==> src/rtl/ex_mem_stage.sv <==
// ============================================================================
// Module  : ex_mem_stage
// Purpose : EX-stage ALU and branch unit, followed by the EX/MEM pipeline register.
//           Optional macro MULT_EN adds a stalling shift-add multiplier (ALUCtrl 00111).
// Revision: 1.0
// ============================================================================
`default_nettype none

module ex_mem_stage (
   input  logic        clk,
   input  logic        reset,
   input  logic [1:0]  Control,
   input  logic [4:0]  ALUCtrl,
   input  logic        Sign,
   input  logic [31:0] Data1_in,
   input  logic [31:0] Data2_in,
   input  logic [31:0] Imm32_in,
   input  logic [31:0] PC_in,
   input  logic [4:0]  Shamt_in,
   input  logic [4:0]  Rt_in,
   input  logic [4:0]  Rd_in,
   input  logic        ALUSrc1_in,
   input  logic        ALUSrc2_in,
   input  logic        Branch_in,
   input  logic        RegWrite_in,
   input  logic        MemRead_in,
   input  logic        MemWrite_in,
   input  logic        LbuOp_in,
   input  logic [1:0]  RegDst_in,
   input  logic [1:0]  MemtoReg_in,
   output logic [31:0] ALUOut_out,
   output logic [31:0] Data2_out,
   output logic [31:0] PC_out,
   output logic [4:0]  WriteReg_out,
   output logic        RegWrite_out,
   output logic        MemRead_out,
   output logic        MemWrite_out,
   output logic        LbuOp_out,
   output logic [1:0]  MemtoReg_out,
   output logic        BranchTaken,
   output logic [31:0] BranchTarget,
   output logic        Stall_out
);

   localparam logic [4:0] c_op_add = 5'b00000;
   localparam logic [4:0] c_op_sub = 5'b00001;
   localparam logic [4:0] c_op_and = 5'b00010;
   localparam logic [4:0] c_op_or  = 5'b00011;
   localparam logic [4:0] c_op_xor = 5'b00100;
   localparam logic [4:0] c_op_nor = 5'b00101;
   localparam logic [4:0] c_op_slt = 5'b00110;
   localparam logic [4:0] c_op_sll = 5'b01000;
   localparam logic [4:0] c_op_srl = 5'b01001;
   localparam logic [4:0] c_op_sra = 5'b01010;
   localparam logic [4:0] c_br_eq  = 5'b10000;
   localparam logic [4:0] c_br_ne  = 5'b10001;
   localparam logic [4:0] c_br_lez = 5'b10010;
   localparam logic [4:0] c_br_gtz = 5'b10011;
   localparam logic [4:0] c_br_ltz = 5'b10100;

   logic [31:0] op_a;
   logic [31:0] op_b;
   logic        slt_bit;
   logic [31:0] alu_res;
   logic        br_cond;
   logic [4:0]  write_reg;
   logic        mul_stall;
   logic        flush;
   logic        hold;

   assign flush = Control[1];
   assign hold  = (Control == 2'b01);

   always_comb begin
      op_a = ALUSrc1_in ? {27'd0, Shamt_in} : Data1_in;
      op_b = ALUSrc2_in ? Imm32_in : Data2_in;
   end

   assign slt_bit = Sign ? ($signed(op_a) < $signed(op_b)) : (op_a < op_b);

`ifdef MULT_EN
   localparam logic [4:0] c_op_mul = 5'b00111;
   localparam logic [1:0] c_st_idle = 2'd0;
   localparam logic [1:0] c_st_busy = 2'd1;
   localparam logic [1:0] c_st_done = 2'd2;

   logic [1:0]  mstate_q, mstate_d;
   logic [4:0]  mcount_q, mcount_d;
   logic [31:0] mcand_q, mcand_d;
   logic [31:0] mplier_q, mplier_d;
   logic [31:0] prod_q, prod_d;
   logic        is_mul;

   assign is_mul = (ALUCtrl == c_op_mul);

   // Stall covers the accepting IDLE cycle plus all 32 BUSY cycles; a flush drops it at once.
   assign mul_stall = !flush &&
                      ((mstate_q == c_st_busy) ||
                       ((mstate_q == c_st_idle) && is_mul && (Control == 2'b00)));

   always_comb begin
      mstate_d = mstate_q;
      mcount_d = mcount_q;
      mcand_d  = mcand_q;
      mplier_d = mplier_q;
      prod_d   = prod_q;
      if (flush) begin
         mstate_d = c_st_idle;
      end else if (!hold) begin
         case (mstate_q)
            c_st_idle: begin
               if (is_mul) begin
                  mcand_d  = op_a;
                  mplier_d = op_b;
                  prod_d   = 32'd0;
                  mcount_d = 5'd0;
                  mstate_d = c_st_busy;
               end
            end
            c_st_busy: begin
               if (mplier_q[0]) begin
                  prod_d = prod_q + mcand_q;
               end
               mcand_d  = {mcand_q[30:0], 1'b0};
               mplier_d = {1'b0, mplier_q[31:1]};
               mcount_d = mcount_q + 5'd1;
               if (mcount_q == 5'd31) begin
                  mstate_d = c_st_done;
               end
            end
            c_st_done: begin
               mstate_d = c_st_idle;
            end
            default: begin
               mstate_d = c_st_idle;
            end
         endcase
      end
   end

   always_ff @(posedge clk or negedge reset) begin
      if (!reset) begin
         mstate_q <= c_st_idle;
         mcount_q <= 5'd0;
         mcand_q  <= 32'd0;
         mplier_q <= 32'd0;
         prod_q   <= 32'd0;
      end else begin
         mstate_q <= mstate_d;
         mcount_q <= mcount_d;
         mcand_q  <= mcand_d;
         mplier_q <= mplier_d;
         prod_q   <= prod_d;
      end
   end
`else
   assign mul_stall = 1'b0;
`endif

   always_comb begin
      alu_res = 32'd0;
      case (ALUCtrl)
         c_op_add: alu_res = op_a + op_b;
         c_op_sub: alu_res = op_a - op_b;
         c_op_and: alu_res = op_a & op_b;
         c_op_or:  alu_res = op_a | op_b;
         c_op_xor: alu_res = op_a ^ op_b;
         c_op_nor: alu_res = ~(op_a | op_b);
         c_op_slt: alu_res = {31'd0, slt_bit};
         c_op_sll: alu_res = op_b << op_a[4:0];
         c_op_srl: alu_res = op_b >> op_a[4:0];
         c_op_sra: alu_res = $signed(op_b) >>> op_a[4:0];
`ifdef MULT_EN
         // Only reaches the register in DONE, when the product is complete.
         c_op_mul: alu_res = prod_q;
`endif
         default:  alu_res = 32'd0;
      endcase
   end

   always_comb begin
      br_cond = 1'b0;
      case (ALUCtrl)
         c_br_eq:  br_cond = (op_a == op_b);
         c_br_ne:  br_cond = (op_a != op_b);
         c_br_lez: br_cond = op_a[31] || (op_a == 32'd0);
         c_br_gtz: br_cond = !op_a[31] && (op_a != 32'd0);
         c_br_ltz: br_cond = op_a[31];
         default:  br_cond = 1'b0;
      endcase
   end

   assign BranchTaken  = reset && !flush && Branch_in && br_cond;
   assign BranchTarget = PC_in + {Imm32_in[29:0], 2'b00};
   assign Stall_out    = reset && mul_stall;

   always_comb begin
      case (RegDst_in)
         2'b01:   write_reg = Rd_in;
         2'b10:   write_reg = 5'd31;
         default: write_reg = Rt_in;
      endcase
   end

   logic [31:0] alu_out_q, alu_out_d;
   logic [31:0] data2_q, data2_d;
   logic [31:0] pc_q, pc_d;
   logic [4:0]  write_reg_q, write_reg_d;
   logic        reg_write_q, reg_write_d;
   logic        mem_read_q, mem_read_d;
   logic        mem_write_q, mem_write_d;
   logic        lbu_op_q, lbu_op_d;
   logic [1:0]  mem_to_reg_q, mem_to_reg_d;

   // Priority: flush, then hold, then stall bubble, then normal update.
   always_comb begin
      alu_out_d    = alu_out_q;
      data2_d      = data2_q;
      pc_d         = pc_q;
      write_reg_d  = write_reg_q;
      reg_write_d  = reg_write_q;
      mem_read_d   = mem_read_q;
      mem_write_d  = mem_write_q;
      lbu_op_d     = lbu_op_q;
      mem_to_reg_d = mem_to_reg_q;
      if (flush || (!hold && mul_stall)) begin
         alu_out_d    = 32'd0;
         data2_d      = 32'd0;
         pc_d         = 32'd0;
         write_reg_d  = 5'd0;
         reg_write_d  = 1'b0;
         mem_read_d   = 1'b0;
         mem_write_d  = 1'b0;
         lbu_op_d     = 1'b0;
         mem_to_reg_d = 2'b00;
      end else if (!hold) begin
         alu_out_d    = alu_res;
         data2_d      = Data2_in;
         pc_d         = PC_in;
         write_reg_d  = write_reg;
         reg_write_d  = RegWrite_in;
         mem_read_d   = MemRead_in;
         mem_write_d  = MemWrite_in;
         lbu_op_d     = LbuOp_in;
         mem_to_reg_d = MemtoReg_in;
      end
   end

   always_ff @(posedge clk or negedge reset) begin
      if (!reset) begin
         alu_out_q    <= 32'd0;
         data2_q      <= 32'd0;
         pc_q         <= 32'd0;
         write_reg_q  <= 5'd0;
         reg_write_q  <= 1'b0;
         mem_read_q   <= 1'b0;
         mem_write_q  <= 1'b0;
         lbu_op_q     <= 1'b0;
         mem_to_reg_q <= 2'b00;
      end else begin
         alu_out_q    <= alu_out_d;
         data2_q      <= data2_d;
         pc_q         <= pc_d;
         write_reg_q  <= write_reg_d;
         reg_write_q  <= reg_write_d;
         mem_read_q   <= mem_read_d;
         mem_write_q  <= mem_write_d;
         lbu_op_q     <= lbu_op_d;
         mem_to_reg_q <= mem_to_reg_d;
      end
   end

   assign ALUOut_out   = alu_out_q;
   assign Data2_out    = data2_q;
   assign PC_out       = pc_q;
   assign WriteReg_out = write_reg_q;
   assign RegWrite_out = reg_write_q;
   assign MemRead_out  = mem_read_q;
   assign MemWrite_out = mem_write_q;
   assign LbuOp_out    = lbu_op_q;
   assign MemtoReg_out = mem_to_reg_q;

endmodule

`default_nettype wire

==> config.mk <==
export PLATFORM = sky130hd
export DESIGN_NAME = ex_mem_stage
export DESIGN_NICKNAME = d
export VERILOG_FILES = /design/src/rtl/ex_mem_stage.sv
export SDC_FILE = /design/constraint.sdc
export NUM_CORES = 1
export LEC_CHECK = 0
export ABC_CLOCK_PERIOD_IN_PS = 4600
export CELL_PAD_IN_SITES_DETAIL_PLACEMENT = 1
export CELL_PAD_IN_SITES_GLOBAL_PLACEMENT = 1
export CORE_MARGIN = 1
export CORE_UTILIZATION = 35
export DETAILED_ROUTE_END_ITERATION = 8
export GPL_ROUTABILITY_DRIVEN = 1
export HOLD_SLACK_MARGIN = 0.05
export PLACE_DENSITY = 0.8
export SLEW_MARGIN = 25
export SYNTH_ARGS = -nofsm -noshare
export SYNTH_HDL_FRONTEND = slang
export SYNTH_SLANG_ARGS = --single-unit
==> constraint.sdc <==
create_clock -name clk -period 4.6 [get_ports clk]
set_input_delay 0.92 -clock clk [delete_from_list [all_inputs] [get_ports clk]]
set_output_delay 0.92 -clock clk [all_outputs]
set_load 0.02 [all_outputs]
==> impl_results.md <==
* EDFF count, synth at 0
* Worst-Skew Late Latency at between 0.4 and 0.5 ns
* Worst Reg-to-Reg Cells at 7
* Die H at 211 µm
* VDD IR max at ~0.20 mV
* Final worst slack at -0.365 ns
* Clock Skews at 0 ns
* Commonest non-fill, non-tap cell in the layout: buf_4
* Synth Area in Compound Gates at 0.283
* Comb pwr share at 0.606
* Min cycle time layout at around 5.0 ns
* Crit path capture type: output pin
* Worst-case clock buffer depth at 2
* Final hold slack at 0.295 ns
* Simple-gate share of the synthesized area at 0.195
* First-pass GRT wire length at between 100,000 and 150,000 µm
* Routed length per instance at approximately 29 µm
* Worst-path clk slew at approximately 0.10 ns
* CP Class: in -> out
* Clk sinks at about 110
* HPWL after detailed placement at approximately 69,000 µm
* Post-synthesis adder-cell area fraction at 0.108
* Final hold vios at 0
* Fmax at 201 MHz
* PwrDens at 219 mW/mm²
* Share of the yosys chip area belonging to registers at 0.176
* GR met1 Demand/Resource at 0.492
* Area Growth Syn to Fin at 50.1%
* GPL Wtd Cong at between 1 and 1.5
* FILL cells at between 5k and 6k
* Arrival time worst endpoint at 4.04 ns
* Class of the worst hold path: in -> async
* Hold-fix buffers, CTS at 0
* Post-DP Area at 0.0216 mm²
* H-tree levels at 3
* Sequential Power Share at 0.204
* Number of synthesis warnings at 0
* Leak pwr at 10.5 nW
* Final period util at 1.08
* Max_cap viols at 0
* TNS Setup at -2.18 ns
* Num CTS Buffers at 9
* Initial antenna violation count at 4
* Initial drt markers at 1,698
* Total GRT Usage at 0.392
* Core Area at between 0.04 and 0.05 mm²
* Switching power total at roughly 0.0023 W
* Root buf cell: clkbuf_16
* Via count at about 20k
* Largest net degree at the start of global routing at 76
* Top Usage Layer GRT: met2
* Die extent in x at roughly 210 µm
* Drt pass-1 iters at 6
* Full die area at roughly 0.044 mm²
* Mean Syn Cell Area at roughly 7.4 µm²
* Slew at the pin closest to its max-slew limit at slightly above 0.9 ns
* Post-Syn Instances at a little over 2k
* Post-synthesis mux area share at 0.149
* WL final at 92,900 µm
* Synthesized cell area at 0.0153 mm²
* Rel. slew slack at 0.379
* DRC viols at 0
* Met2 Use GR at 0.636
* Syn Nets at 2,351
* Sw frac at 0.458
* Ys async rst share at 1.00
* Top_reg_cell synth: dfrtp_1
* Initial Utilization at 0.354
* Ports at a little over 300
* Number of vias per cell at approximately 6.2
* Status: complete, but fails checks
* Clock share of power at 0.190
* CTS tree: built
* # setup viols final at 11
* GRT overflow at 0
* Register bit total from synthesis at between 100 and 150
* Post-Synth XOR/XNOR Area at 0.0184
* Register area at between 0.002 and 0.003 mm²
* Internal power at 0.00272 W
* Setup repair after global routing missed its margin: yes
* Routed Antenna Nets at 0
* Max FO, Critical Path at 3
* Met3 Usage GRT at 0.0739
* Most frequent cells in the layout: buf_4, nor2_1, clkdlybuf4s50_1
* Layout cell share with drive strength beyond 1 at 0.236
* Multi-input logic area at roughly 0.012 mm²
* Largest family of logic cells by synthesized area: compound AO/OA/AOI/OAI gates
* Max Slew Vio Count at 0
* Violated checks: setup timing
* # port buffers at 303
* Net count, final at about 3k
* Worst EP required at about 3.7 ns
* Netlist cell types at 93
* Vias in the first global route at 20.4k
* CP Launch Type: primary input
* Post-route cell area at roughly 0.023 mm²
* # rows at 76
==> sequential cells by signal, indices dropped and copies added (netlist names), 2 cells and up <==
register and cells:
PC_out 32, Data2_out 32, MemtoReg_out 2, ALUOut_out 32, WriteReg_out 5
==> worst paths after layout <==
| kind | slack [ns] | start | to |
|---|---|---|---|
| setup / recovery | -0.36 | PC_in[3] | BranchTarget[28] |
| hold / removal | 0.29 | reset | ALUOut_out[31] |
| setup reg to reg | 2.62 | ALUOut_out[28] | ALUOut_out[28] |
| hold reg to reg | 0.49 | ALUOut_out[16] | ALUOut_out[16] |
| max in group asynchronous | 2.75 | reset | Data2_out[28] |
| min in group clk | 0.49 | ALUOut_out[16] | ALUOut_out[16] |
==> what timing repair did <==
action,4_1_cts,5_1_grt
pin swaps,34,24
gates cloned,0,1
gates resized for setup,157,106
setup buffers,10,14
endpoints found under the setup margin,29,27
==> worst max-delay path, stage by stage <==
cell and delay (ns):
clkdlybuf4s15_1 0.26, inv_1 0.10, fa_2 0.38, nor2b_4 0.18, o31ai_4 0.09, a2111oi_2 0.41
or3b_4 0.23, a22o_4 0.15, nor4_4 0.04, nor2_1 0.19, and2_1 0.18, o21ai_0 0.16
a2111oi_2 0.49, buf_4 0.24
==> per-stage QoR <==
step                 util  power, W  setup slack [ns]  cells
floorplan               -   0.00242           -0.0562   2057
global placement    0.500   0.00372             -1.06   3204
detailed placement  0.500   0.00379             -1.12   3204
CTS                 0.517   0.00478            -0.175   3230
global route        0.532   0.00518            -0.408   3245
finish              0.532   0.00501            -0.365   3246
==> power by group through the flow <==
stage	Combinational, W	Sequential [W]	Clock (W)
2_1_floorplan	0.00133	0.00109	0
3_3_place_gp	0.00269	0.00103	0
3_5_place_dp	0.00276	0.00103	0
4_1_cts	0.00282	0.00102	0.000937
5_1_grt	0.00318	0.00102	0.000976
6_report	0.00304	0.00102	0.000953
==> routing by layer <==
layer / vias up / share of wire
li1: 8702 / -
met1: 9949 / 0.40
met2: 1063 / 0.45
met3: 283 / 0.088
met4: 2 / 0.063
met5: - / 0.00014
==> cells by family after synthesis <==
family / count (synthesis)
adders and majority gates: 130
muxes: 211
AOI/OAI and AO/OA: 663
DFF: 107
other: 1
xor gates and xnor gates: 32
and+or+nand+nor: 662
buffers and inverters: 251
==> Yosys cell counts (all sizes together) (21+ instances only) <==
master	number	area (µm²)
nor2	253	950
nand2	208	783
mux2i	193	2010
a21oi	179	900
o21ai	157	790
ha	127	1590
dfrtp	107	2680
inv	102	385
clkbuf	95	357
buf	53	323
a211oi	36	275
nand3	36	180
nor2b	31	201
a21o	29	218
nand2b	27	169
o211ai	27	203
a31oi	23	144
nor3	22	110
nor4	22	153
xnor2	21	184
==> layout make-up <==
| type | instances | share of cell area |
|---|---|---|
| inverters | 103 | 0.0170 |
| clock inverters | 4 | 0.00246 |
| multi-input cells | 1699 | 0.540 |
| diodes | 3 | 0.000328 |
| clock buffers | 12 | 0.0108 |
| repair buffers | 733 | 0.280 |
| well taps | 585 | 0.0320 |
| flip-flops and latches | 107 | 0.117 |
Power figures use the tool's default switching activity.
